[src/rtl/tlul_gpio_slave.sv]
`default_nettype none
// ----------------------------------------------------------------------------
// tlul_gpio_slave : TL-UL slave exposing a GPIO register file with rising-edge
//                   interrupts. Optional macro GPIO_MASKED_WRITE_EN.
// Revision        : 1.0
// ----------------------------------------------------------------------------
module tlul_gpio_slave #(
  parameter int ADDR_WIDTH   = 32,
  parameter int DATA_WIDTH   = 32,
  parameter int MASK_WIDTH   = DATA_WIDTH/8,
  parameter int SIZE_WIDTH   = 3,
  parameter int SRC_WIDTH    = 2,
  parameter int SINK_WIDTH   = 1,
  parameter int OPCODE_WIDTH = 3,
  parameter int PARAM_WIDTH  = 3,
  parameter logic [ADDR_WIDTH-1:0] BASE_ADDR = 32'h4000_0000
) (
  input  logic                    clk,
  input  logic                    reset,
  input  logic                    a_valid,
  output logic                    a_ready,
  input  logic [OPCODE_WIDTH-1:0] a_opcode,
  input  logic [PARAM_WIDTH-1:0]  a_param,
  input  logic [SIZE_WIDTH-1:0]   a_size,
  input  logic [SRC_WIDTH-1:0]    a_source,
  input  logic [ADDR_WIDTH-1:0]   a_address,
  input  logic [MASK_WIDTH-1:0]   a_mask,
  input  logic [DATA_WIDTH-1:0]   a_data,
  output logic                    d_valid,
  input  logic                    d_ready,
  output logic [OPCODE_WIDTH-1:0] d_opcode,
  output logic [PARAM_WIDTH-1:0]  d_param,
  output logic [SIZE_WIDTH-1:0]   d_size,
  output logic [SRC_WIDTH-1:0]    d_source,
  output logic [SINK_WIDTH-1:0]   d_sink,
  output logic [DATA_WIDTH-1:0]   d_data,
  output logic                    d_error,
  input  logic [DATA_WIDTH-1:0]   gpio_i,
  output logic [DATA_WIDTH-1:0]   gpio_o,
  output logic [DATA_WIDTH-1:0]   gpio_oe,
  output logic                    intr_o
);

  localparam logic [OPCODE_WIDTH-1:0] OP_PUT_FULL = OPCODE_WIDTH'(0);
  localparam logic [OPCODE_WIDTH-1:0] OP_PUT_PART = OPCODE_WIDTH'(1);
  localparam logic [OPCODE_WIDTH-1:0] OP_GET      = OPCODE_WIDTH'(4);
  localparam logic [OPCODE_WIDTH-1:0] D_ACK       = OPCODE_WIDTH'(0);
  localparam logic [OPCODE_WIDTH-1:0] D_ACK_DATA  = OPCODE_WIDTH'(1);
`ifdef GPIO_MASKED_WRITE_EN
  localparam int HALF = DATA_WIDTH/2;
`endif

  typedef enum logic {IDLE = 1'b0, RESP = 1'b1} state_e;

  state_e                  state_q;
  logic                    a_ready_q, d_valid_q, d_error_q;
  logic [OPCODE_WIDTH-1:0] d_opcode_q;
  logic [SIZE_WIDTH-1:0]   d_size_q;
  logic [SRC_WIDTH-1:0]    d_source_q;
  logic [DATA_WIDTH-1:0]   d_data_q;

  logic [DATA_WIDTH-1:0] sync1_q, sync_q, prev_q;
  logic [DATA_WIDTH-1:0] out_q, out_d, dir_q, dir_d, ist_q, ist_d, ien_q, ien_d;

  logic                  accept, in_win, is_get, is_put, full_mask, err, do_wr;
  logic [ADDR_WIDTH-1:0] offset;
  logic [3:0]            reg_idx;
  logic [DATA_WIDTH-1:0] bmask, rdata;
  logic                  sel_out, sel_dir, sel_ist, sel_ien;
`ifdef GPIO_MASKED_WRITE_EN
  logic                  sel_mlo, sel_mhi;
`endif

  assign accept    = a_valid & a_ready_q;
  // Unsigned subtraction folds the below-base case into the same range check.
  assign offset    = a_address - BASE_ADDR;
  assign in_win    = (offset < ADDR_WIDTH'(64));
  assign reg_idx   = offset[5:2];
  assign is_get    = (a_opcode == OP_GET);
  assign is_put    = (a_opcode == OP_PUT_FULL) | (a_opcode == OP_PUT_PART);
  assign full_mask = &a_mask;

  always_comb begin
    bmask = '0;
    for (int i = 0; i < MASK_WIDTH; i++) begin
      bmask[8*i +: 8] = {8{a_mask[i]}};
    end
  end

  always_comb begin
    err     = 1'b0;
    rdata   = '0;
    sel_out = 1'b0;
    sel_dir = 1'b0;
    sel_ist = 1'b0;
    sel_ien = 1'b0;
`ifdef GPIO_MASKED_WRITE_EN
    sel_mlo = 1'b0;
    sel_mhi = 1'b0;
`endif
    if (!in_win || (a_address[1:0] != 2'b00) || (a_size != SIZE_WIDTH'(2)) ||
        !(is_get || is_put)) begin
      err = 1'b1;
    end else begin
      case (reg_idx)
        4'd0: begin rdata = sync_q; err = is_put; end
        4'd1: begin rdata = out_q;  sel_out = 1'b1; end
        4'd2: begin rdata = dir_q;  sel_dir = 1'b1; end
        4'd3: begin rdata = ist_q;  sel_ist = 1'b1; end
        4'd4: begin rdata = ien_q;  sel_ien = 1'b1; end
`ifdef GPIO_MASKED_WRITE_EN
        4'd5: begin sel_mlo = 1'b1; err = is_put & ~full_mask; end
        4'd6: begin sel_mhi = 1'b1; err = is_put & ~full_mask; end
`endif
        default: err = 1'b1;
      endcase
    end
    if ((a_opcode == OP_PUT_FULL) && !full_mask) begin
      err = 1'b1;
    end
  end

  assign do_wr = accept & is_put & ~err;

  always_comb begin
    out_d = out_q;
    dir_d = dir_q;
    ien_d = ien_q;
    // New rising edges are OR-ed in after the clear so a coincident set wins.
    ist_d = (ist_q & ~((do_wr && sel_ist) ? (a_data & bmask) : '0)) | (sync_q & ~prev_q);
    if (do_wr && sel_out) out_d = (out_q & ~bmask) | (a_data & bmask);
    if (do_wr && sel_dir) dir_d = (dir_q & ~bmask) | (a_data & bmask);
    if (do_wr && sel_ien) ien_d = (ien_q & ~bmask) | (a_data & bmask);
`ifdef GPIO_MASKED_WRITE_EN
    if (do_wr && sel_mlo) begin
      for (int i = 0; i < HALF; i++) if (a_data[HALF+i]) out_d[i] = a_data[i];
    end
    if (do_wr && sel_mhi) begin
      for (int i = 0; i < HALF; i++) if (a_data[HALF+i]) out_d[HALF+i] = a_data[i];
    end
`endif
  end

  always_ff @(posedge clk or negedge reset) begin
    if (!reset) begin
      sync1_q <= '0;
      sync_q  <= '0;
      prev_q  <= '0;
      out_q   <= '0;
      dir_q   <= '0;
      ist_q   <= '0;
      ien_q   <= '0;
    end else begin
      sync1_q <= gpio_i;
      sync_q  <= sync1_q;
      prev_q  <= sync_q;
      out_q   <= out_d;
      dir_q   <= dir_d;
      ist_q   <= ist_d;
      ien_q   <= ien_d;
    end
  end

  always_ff @(posedge clk or negedge reset) begin
    if (!reset) begin
      state_q    <= IDLE;
      a_ready_q  <= 1'b1;
      d_valid_q  <= 1'b0;
      d_opcode_q <= '0;
      d_size_q   <= '0;
      d_source_q <= '0;
      d_data_q   <= '0;
      d_error_q  <= 1'b0;
    end else begin
      case (state_q)
        IDLE: if (accept) begin
          state_q    <= RESP;
          a_ready_q  <= 1'b0;
          d_valid_q  <= 1'b1;
          d_opcode_q <= is_get ? D_ACK_DATA : D_ACK;
          d_size_q   <= a_size;
          d_source_q <= a_source;
          d_error_q  <= err;
          d_data_q   <= (is_get && !err) ? rdata : '0;
        end
        RESP: if (d_ready) begin
          state_q   <= IDLE;
          a_ready_q <= 1'b1;
          d_valid_q <= 1'b0;
        end
        default: state_q <= IDLE;
      endcase
    end
  end

  assign a_ready  = a_ready_q;
  assign d_valid  = d_valid_q;
  assign d_opcode = d_opcode_q;
  assign d_param  = '0;
  assign d_size   = d_size_q;
  assign d_source = d_source_q;
  assign d_sink   = '0;
  assign d_data   = d_data_q;
  assign d_error  = d_error_q;
  assign gpio_o   = out_q;
  assign gpio_oe  = dir_q;
  assign intr_o   = |(ist_q & ien_q);

  logic unused_ok;
  assign unused_ok = ^{a_param, offset[1:0]};

endmodule
`default_nettype wire

[config.mk]
export PLATFORM = sky130hd
export DESIGN_NAME = tlul_gpio_slave
export DESIGN_NICKNAME = d
export VERILOG_FILES = /design/src/rtl/tlul_gpio_slave.sv
export SDC_FILE = /design/constraint.sdc
export NUM_CORES = 1
export LEC_CHECK = 0
export CAP_MARGIN = 20
export CELL_PAD_IN_SITES_DETAIL_PLACEMENT = 0
export CELL_PAD_IN_SITES_GLOBAL_PLACEMENT = 2
export CORE_MARGIN = 1
export CORE_UTILIZATION = 37
export CTS_CLUSTER_SIZE = 30
export DETAILED_ROUTE_END_ITERATION = 10
export GPL_TIMING_DRIVEN = 0
export PLACE_DENSITY = 0.92
export SYNTH_ARGS = -nofsm -noshare
export SYNTH_HDL_FRONTEND = slang
export SYNTH_SLANG_ARGS = --single-unit
[constraint.sdc]
create_clock -name clk -period 3.2 [get_ports clk]
set_input_delay 0.8 -clock clk [delete_from_list [all_inputs] [get_ports clk]]
set_output_delay 0.8 -clock clk [all_outputs]
set_load 0.05 [all_outputs]
[After elaboration in Yosys (flattened, before gate mapping)]
Cells that the tools add are included.
Word-level totals
  input port bits: 115
  latch bits: 0
  logic and storage cells: 93
  memory bits (read-only): 0
  bits in writable memories: 0
  bits in registers: 268
  output and inout bits: 112
  memories kept: 0
Cells by class
  add/sub/neg operators: 1
  multiplexer cells: 25
  reductions and logical operators: 22
  div/mod/pow operators: 0
  equal/unequal tests: 9
  bitwise gates (word level): 20
  shifts and indexed selects: 0
  multiply operators: 0
  order comparisons: 1
Operators with widths (count)
  bitwise AND 32 bit: 7
  one-hot mux 32 bit (5 select lines): 1
  OR 32 bit: 4
  two-way mux 32 bit: 3
  inverter 32 bit: 3
  less-than comparator 32 x 7 -> 1 bit, second input constant: 1
  OR reduction 32 bit: 1
  subtractor 32 x 31 -> 32 bit, second input constant: 1
  two-way mux 1 bit: 17
  equality test 4 x 2 -> 1 bit, second input constant: 2
  one-hot mux 1 bit (2 select lines): 4
  logical AND 1 bit: 6
  equality test 4 x 1 -> 1 bit, second input constant: 1
  equality test 4 x 3 -> 1 bit, second input constant: 1
  zero test 1 bit: 4
  zero test 4 bit: 1
  logical OR 1 bit: 4
  inequality test 2 bit, second input constant: 2
  AND reduction 2 bit: 2
  AND reduction 4 bit: 1
  OR reduction 4 bit: 1
  bitwise AND 1 bit: 3
  equality test 3 x 1 -> 1 bit, second input constant: 1
  equality test 3 bit, second input constant: 1
  other kinds (5): 6

[Depth between registers and ports, before layout]
Gate-level depths: netlist of the first run.
  depth after elaboration: 15
  gate-level depth with buffers: 8
  depth with buffers taken out: 5

[Worst setup path after synthesis of the first run]
OpenSTA, ideal clock, no wires.
  path type: input port to flip-flop
  start: input a_address[28]
  end: register (tool-made name)
  required time: 3.075 ns
  arrival: 2.471 ns
  library setup time: 0.125 ns
  slack: 0.604 ns
  buffers on the path: 1
  stages on the path: 6
  path through: nor4_1 > and4_1 > nand4_2 > buf_6 > nor3_4 > mux2_2
RTL lines
  start: declaration: line 26  | input logic [ADDR_WIDTH-1:0] a_address,

[Final worst setup path of the first run]
  start: register ist_q[9]
  end: output intr_o
Between the ends
  cells in the longest elaborated chain, start to end: 2
RTL lines
  start: declaration: line 63  | logic [DATA_WIDTH-1:0] out_q, out_d, dir_q, dir_d, ist_q, ist_d, ien_q, ien_d;
  start signal: assignment: line 159  | ist_q <= ist_d;
  bitwise AND 32 bit: line 207  | assign intr_o = |(ist_q & ien_q);
  OR reduction 32 bit: line 207
  end: declaration: line 41  | output logic intr_o
No other way between the ends.

==> impl_metrics.toml, run 1 <==
[timing]
period_needed_ps = 3100
fin_tns_setup_ps = 0
relSlewSlack_pct = 51.4
finalCritPeriodShare_pct = 96.9
hold_ws_ps = 126
hold_viol = 0
skew_ps = 8.10
clock.fmax_mhz = 323
rsz0062_at_grt = "false"
worst_pin_slew_ps = 729
slew_violations = 0
setup-violations-final = 0

[clock_tree]
cts.sinks = 266
clock_latency_ps = 540
cts_hold_buf = 0
post_cts_buffers = 0
clockRootBuffer = "clkbuf_16"
cts.reportedPaths.clkPinSlew_ps = 60
clock_path_buffers = 3
cts-htree-levels = 1
cts_tree = "built"
cts_inserted_buffers = 28

[worst_setup_path]
arrival_ps = 2300
critical-path-max-stage-delay_ps = 540
critPathSlowestCell = "or4_4"
rrSetupSlack_ps = 510
endpoint_kind = "output pin"
worst-path-buf-inv = 1
start_kind = "register"
rr_worst_depth = 6
rr_startpoint = "a_ready"
crit_chain = "a22o_1 -> a221oi_2 -> nand3_1 -> or4_4 -> buf_4"
crit_family = "simple AND/OR/NAND/NOR gates"
critPathRequiredTime_ps = 2400
r2r-end = "d_data[14]"
cp_max_fo = 3
worstSetupPathType = "register to output pin"

[die]
coreArea_um2 = 27200
die-area_um2 = 28600
start_util_pct = 38.0
fp.dieH_um = 169
die_x_um = 169
num_io_pins = 227
rows = 60

[worst_hold_path]
hold_class = "input pin to async pin"

[drt]
remaining_drc_errors = 0
ant_nets = 0
first_iter_violations = 710
vias = 7473
vias_per_cell = 5.33
routedWlPerCell_um = 21.8
totalWireLength_mm = 30.5
first_pass_iters = 8

[power]
power_frac_comb_pct = 7.8
power_w = 0.00724
p_leak_nw = 6.44
power_frac_clock_pct = 43.7
seq_power_share_pct = 48.4
internal-power_w = 0.00556
ir_drop_mv = 0.303
powerDensity_nw_per_um2 = 520
switchingPower_w = 0.00168
swShare_pct = 23.2

[finish]
final_nets = 1126
antenna_cells = 0
syn_to_final_growth_pct = 34.8
layout_commonest_cell = "dfrtp_1"
layout_common_cells = "dfrtp_1, clkdlybuf4s50_1, mux2_2"
drive_gt1_share_pct = 17.3

[place]
routabilityCongestion = 0.825
port_buffers = 211
dp.final_hpwl_mm = 21.4

[job]
maxCapViolCount = 0

[yosys]
ys_warn_count = 0
synth_edf_count = 0
ys_types = 39
syn_inst = 760
synthArstFlopShare_pct = 100
synth_seq_cells = 266
synth-main-ff-cell = "dfrtp_1"
syn_area_um2 = 10300
seq_area_frac_synth_pct = 64.5
synth.avg_cell_area_um2 = 13.6

[global_route]
grt_overflow_total = 0
grt_pass1_wl_mm = 46.3
grt_usage_pct = 21.6
grt_max_degree = 126
grt_pass1_vias = 7642
antenna_found_initial = 0

[outcome]
status = "finished clean"
==> synth_stat cells, drive strengths merged (4+ instances only) <==
| cell | instances | area, µm² |
|---|---|---|
| a221oi | 34 | 298 |
| a222oi | 32 | 320 |
| a22o | 34 | 298 |
| a22oi | 13 | 97.6 |
| buf | 12 | 81.3 |
| clkbuf | 34 | 128 |
| dfrtp | 265 | 6630 |
| inv | 66 | 248 |
| mux2 | 101 | 1140 |
| nand2 | 41 | 154 |
| nand4 | 37 | 238 |
| nor2 | 4 | 15.0 |
| nor3 | 13 | 200 |
| nor4 | 11 | 68.8 |
| nor4b | 5 | 50.0 |
| o21ai | 36 | 180 |
==> stage by stage <==
| stage | worst slack, ps | cells | util (%) | cell area (µm²) |
|---|---|---|---|---|
| 2_1_floorplan | 604 | 765 | - | 10300 |
| 3_3_place_gp | -9950 | 1348 | 47.6 | 12900 |
| 3_5_place_dp | -402 | 1352 | 47.8 | 13000 |
| 4_1_cts | 12.4 | 1401 | 51.2 | 13900 |
| 5_1_grt | 15.2 | 1402 | 51.2 | 13900 |
| 6_report | 99.6 | 1402 | 51.2 | 13900 |
==> power by group through the flow <==
stage               Combinational (W)  Clock (W)  Sequential, W
finish                       0.000568    0.00317        0.00351
global route                 0.000605    0.00338        0.00352
CTS                          0.000572    0.00323        0.00351
detailed placement           0.000571          0        0.00357
global placement             0.000556          0        0.00357
floorplan                    0.000110          0        0.00368
==> worst register-to-register path, cell delays in order, from the launching register on <==
cell and delay, ps:
dfstp_2 580, nand3b_4 140, or4b_2 650, nor3b_1 200
nand4_1 350, clkbuf_1 420, o21ai_0 270
==> per-layer routing <==
layer / vias to the layer above / GRT usage (%) / share of wire, %
li1: 3334 / - / -
met1: 3781 / 30.6 / 44
met2: 314 / 33.8 / 46
met3: 44 / 4.37 / 7.7
met4: 0 / 5.68 / 2.2
met5: - / 0 / 0
==> repair_timing <==
item	CTS	global route
cloned	0	0
setup endpoints to repair	1	1
gates resized for setup	7	3
==> cells by family (layout without fill, tap and decap cells) <==
family                 count (synthesis)  count (layout)  share of synthesized area [%]
buffers and inverters                112             377                           4.42
AOI/OAI and AO/OA                    152             152                           11.7
and+or+nand+nor                      128             128                           8.35
DFF                                  266             266                           64.5
muxes                                101             101                           11.0
other                                  1               6                         0.0363
==> worst max path at each step <==
stage | startpoint | endpoint | slack, ps | depth (start not counted)
floorplan | a_address[28] | register | 600 | 6
global placement | reset | sync1_q[12] | -9950 | 1
detailed placement | a_address[5] | d_data[16] | -400 | 7
CTS | ist_q[9] | intr_o | 10 | 5
global route | ist_q[9] | intr_o | 20 | 5
finish | ist_q[9] | intr_o | 100 | 5
==> final cells by class <==
class,instances,area [µm²]
clock inverters,7,76.3
fillers,2418,13300
clock buffers,42,833
flip-flops and latches,266,6660
inverters,66,248
plain buffers,46,209
multi-input cells,387,3250
well taps,372,465
repair buffers,216,2180
(Power assumes the default switching activity.)
==> run 2, diff against run 1 <==
--- a/config.mk
+++ b/config.mk
@@ -8,12 +8,13 @@
 export CAP_MARGIN = 20
 export CELL_PAD_IN_SITES_DETAIL_PLACEMENT = 0
 export CELL_PAD_IN_SITES_GLOBAL_PLACEMENT = 2
-export CORE_MARGIN = 1
 export CORE_UTILIZATION = 37
 export CTS_CLUSTER_SIZE = 30
 export DETAILED_ROUTE_END_ITERATION = 10
 export GPL_TIMING_DRIVEN = 0
 export PLACE_DENSITY = 0.92
+export REMOVE_ABC_BUFFERS = 1
+export SKIP_CTS_REPAIR_TIMING = 1
 export SYNTH_ARGS = -nofsm -noshare
 export SYNTH_HDL_FRONTEND = slang
 export SYNTH_SLANG_ARGS = --single-unit
==> impl_metrics.toml, run 2 (same netlist as run 1, synthesis figures left out) <==
[worst_setup_path]
critPathRequiredTime_ps = 2400
crit_chain = "a22o_1 -> a221oi_1 -> nand3_1 -> or4_1 -> buf_2"
arrival_ps = 2290
endpoint_kind = "output pin"
critical-path-max-stage-delay_ps = 520
worstSetupPathType = "register to output pin"
cp_max_fo = 3
critPathSlowestCell = "or4_1"
start_kind = "register"

[clock_tree]
cts-htree-levels = 1
cts.sinks = 266
clockRootBuffer = "clkbuf_16"
clock_path_buffers = 3
cts.reportedPaths.clkPinSlew_ps = 60
cts_inserted_buffers = 28
cts_tree = "built"
clock_latency_ps = 540

[finish]
layout_commonest_cell = "dfrtp_1"
antenna_cells = 0
fin_util_pct = 52.4
final_nets = 1121
drive_gt1_share_pct = 20.3
layout_common_cells = "dfrtp_1, clkdlybuf4s50_1, mux2_2"
fillers = 2367
final_area_um2 = 14200
multi_input_area_um2 = 3300
final_cells = 1398
regArea_um2 = 6660
syn_to_final_growth_pct = 37.9

[drt]
first_iter_violations = 694
totalWireLength_mm = 31.3
first_pass_iters = 5
remaining_drc_errors = 0
routedWlPerCell_um = 22.4
ant_nets = 0
vias = 7555
vias_per_cell = 5.40

[global_route]
antenna_found_initial = 0
grt_pass1_vias = 7535
grt_max_degree = 121
grt_pass1_wl_mm = 46.3
grt_overflow_total = 0
grt_usage_pct = 21.5

[power]
ir_drop_mv = 0.271
p_leak_nw = 6.62
power_w = 0.00733
powerDensity_nw_per_um2 = 514

[die]
start_util_pct = 38.0
fp.dieH_um = 169
rows = 60
coreArea_um2 = 27200
die-area_um2 = 28600
die_x_um = 169
num_io_pins = 227

[timing]
relSlewSlack_pct = 25.7
setup-violations-final = 0
clock.fmax_mhz = 324
slew_violations = 0
period_needed_ps = 3090
hold_ws_ps = 154
finalCritPeriodShare_pct = 96.6
worst_pin_slew_ps = 1110
rsz0062_at_grt = "false"
hold_viol = 0
skew_ps = 8.14

[place]
routabilityCongestion = 0.800
post-place-cells = 1327
dp.final_hpwl_mm = 20.5
port_buffers = 217
placed_area_um2 = 13100

[outcome]
status = "finished clean"

[worst_hold_path]
hold_class = "input pin to async pin"

[job]
maxCapViolCount = 0
[run 2: path summary, 6_finish.rpt]
path,startpoint,end,slack (ps),cells after the start
hold / removal,reset,async pin,150,1
setup reg to reg,a_ready,d_data[9],450,7
hold reg to reg,sync1_q[11],sync_q[11],350,0
max in group asynchronous,reset,prev_q[12],1660,3
setup / recovery,ist_q[9],intr_o,110,5
min in group clk,sync1_q[11],sync_q[11],350,0
[run 2: report_power, final]
part	internal (W)	switching [W]
combinational	0.000236	0.000341
clock	0.00195	0.00130
sequential	0.00346	0.0000437
total	0.00564	0.00169
[run 2: per-stage QoR]
stage	TNS [ps]	worst slack, ps
global route	0	12.9
detailed placement	-158800	-1210
finish	0	110
CTS	-74570	-664
global placement	-3017540	-10070
floorplan	-30530	-955
[run 2: final cells by class]
| class | instances | share of cell area [%] |
|---|---|---|
| clock buffer | 42 | 5.86 |
| clock inverter | 8 | 0.650 |
| inverter | 66 | 1.74 |
| multi-input combinational | 388 | 23.2 |
| sequential | 266 | 46.7 |
| tap | 372 | 3.27 |
| timing repair buffer | 256 | 18.6 |
[run 2: worst max-delay path, delay by kind of cell (launching register included)]
| kind | cells | cell delay (ps) |
|---|---|---|
| simple gates | 2 | 670 |
| compound gates | 2 | 450 |
| flops | 1 | 400 |
| buf+inv | 1 | 230 |
[run 2: routing by layer]
layer / up-vias / routed length [µm] / GRT usage (%)
li1: 3343 / - / -
met2: 314 / 14300 / 33.6
met5: - / 0 / 0
met3: 50 / 2430 / 4.40
met1: 3848 / 13900 / 30.3
met4: 0 / 602 / 6.23
==> RTL change (settings of run 1) <==
Reset style: synchronous (`reset`), changed in 2 clocked blocks.
--- a/src/rtl/tlul_gpio_slave.sv
+++ b/src/rtl/tlul_gpio_slave.sv
@@ -141,7 +141,7 @@
 `endif
   end
 
-  always_ff @(posedge clk or negedge reset) begin
+  always_ff @(posedge clk) begin
     if (!reset) begin
       sync1_q <= '0;
       sync_q  <= '0;
@@ -161,7 +161,7 @@
     end
   end
 
-  always_ff @(posedge clk or negedge reset) begin
+  always_ff @(posedge clk) begin
     if (!reset) begin
       state_q    <= IDLE;
       a_ready_q  <= 1'b1;
Formal check against the unedited RTL: differs if reset is asserted again (counterexample within 4 cycles, from zero or initial values and one cycle with reset low); with reset held inactive, the same outputs for 4 cycles.
==> RTL change against run 1 <==
First-iteration DRC count is 23% lower. Total power rose by 1.3%. Synthesized area is 4.8% higher. Routed wire length is 16% higher. Cell area increased by 3.5%. Sequential cell count stayed put. Worst setup slack gained 1.8 ps. Global-route usage is 1.7 points higher.
==> RTL change: results (changes against run 1) <==
Reg area=5330 um^2 (-20%); Worst slew margin=32.8% (-19 points); largest net degree at the start of global routing=14 (-89%); Post-synth top cells=266 x dfxtp_1, 173 x nand2_1, 158 x mux2i_1, 130 x and2_1; P_leak=0.00561 uW (-13%); multi-input combinational area share=35.2% (+12 points); Compound-Gate Fraction of Synth Area=10.5% (-1.2 points); asr flop ratio synth=0% (-100 points); Worst VDD drop=0.423 mV (+40%); invs w/o clock=1 (-98%); Flop+latch power=3440 uW (-2%); Plain + repair buffers=302 (+15%); Post-DP Area=13500 um^2 (+3.6%); total length of routed met3 wires=1800 um (-23%); Mean Syn Cell Area=9.64 um^2 (-29%); Seq/Total Area, Yosys=49.2% (-15 points); uppermost layer routed=met5; placed wire-length estimate=26000 um (+22%); run status=finished, final reports clean; Initial DRC Count=545 (-23%); Distinct cells, synth=46 (+18%); routed length on met2=16500 um (+17%); grt met3 use=3.14% (-1.2 points); comb_multi_in=773 (+100%); FF-to-FF Start=state_q; first-pass GRT wire length=53400 um (+15%); Setup Skew=10.3 ps (+2.24 ps); global-route usage over all layers=23.3% (+1.7 points); Min-Delay Path Class=reg2reg; initial antenna violation count=2 (+2); fillers=2759 (+14%); M2 GR Usage=38.8% (+5.1 points)
==> RTL change: changes by cell type in the layout (fill, tap and decap cells not counted), sizes merged, moves of 33 or more <==
cell | run 1 | this run
nor2b | 0 | 66
dfxtp | 0 | 266
and2 | 1 | 130
mux2i | 0 | 158
nand4 | 37 | 4
a21oi | 2 | 66
inv | 66 | 2
nand2 | 41 | 173
dfrtp | 265 | 0
mux2 | 101 | 2
==> RTL change: metrics by stage <==
step | setup slack, ps | std cells
2_1_floorplan | 655 | 1128
3_3_place_gp | -290 | 1726
3_5_place_dp | -314 | 1726
4_1_cts | 92.4 | 1779
5_1_grt | 27.4 | 1780
6_report | 101 | 1780
==> RTL change: final timing paths <==
check                                  end  slack, ps  depth (start not counted)
worst max-delay path                intr_o        100                          5
worst min register to register  sync_q[21]        430                          1
worst min-delay path            sync_q[21]        430                          1
worst max register to register  d_data[16]        850                          6
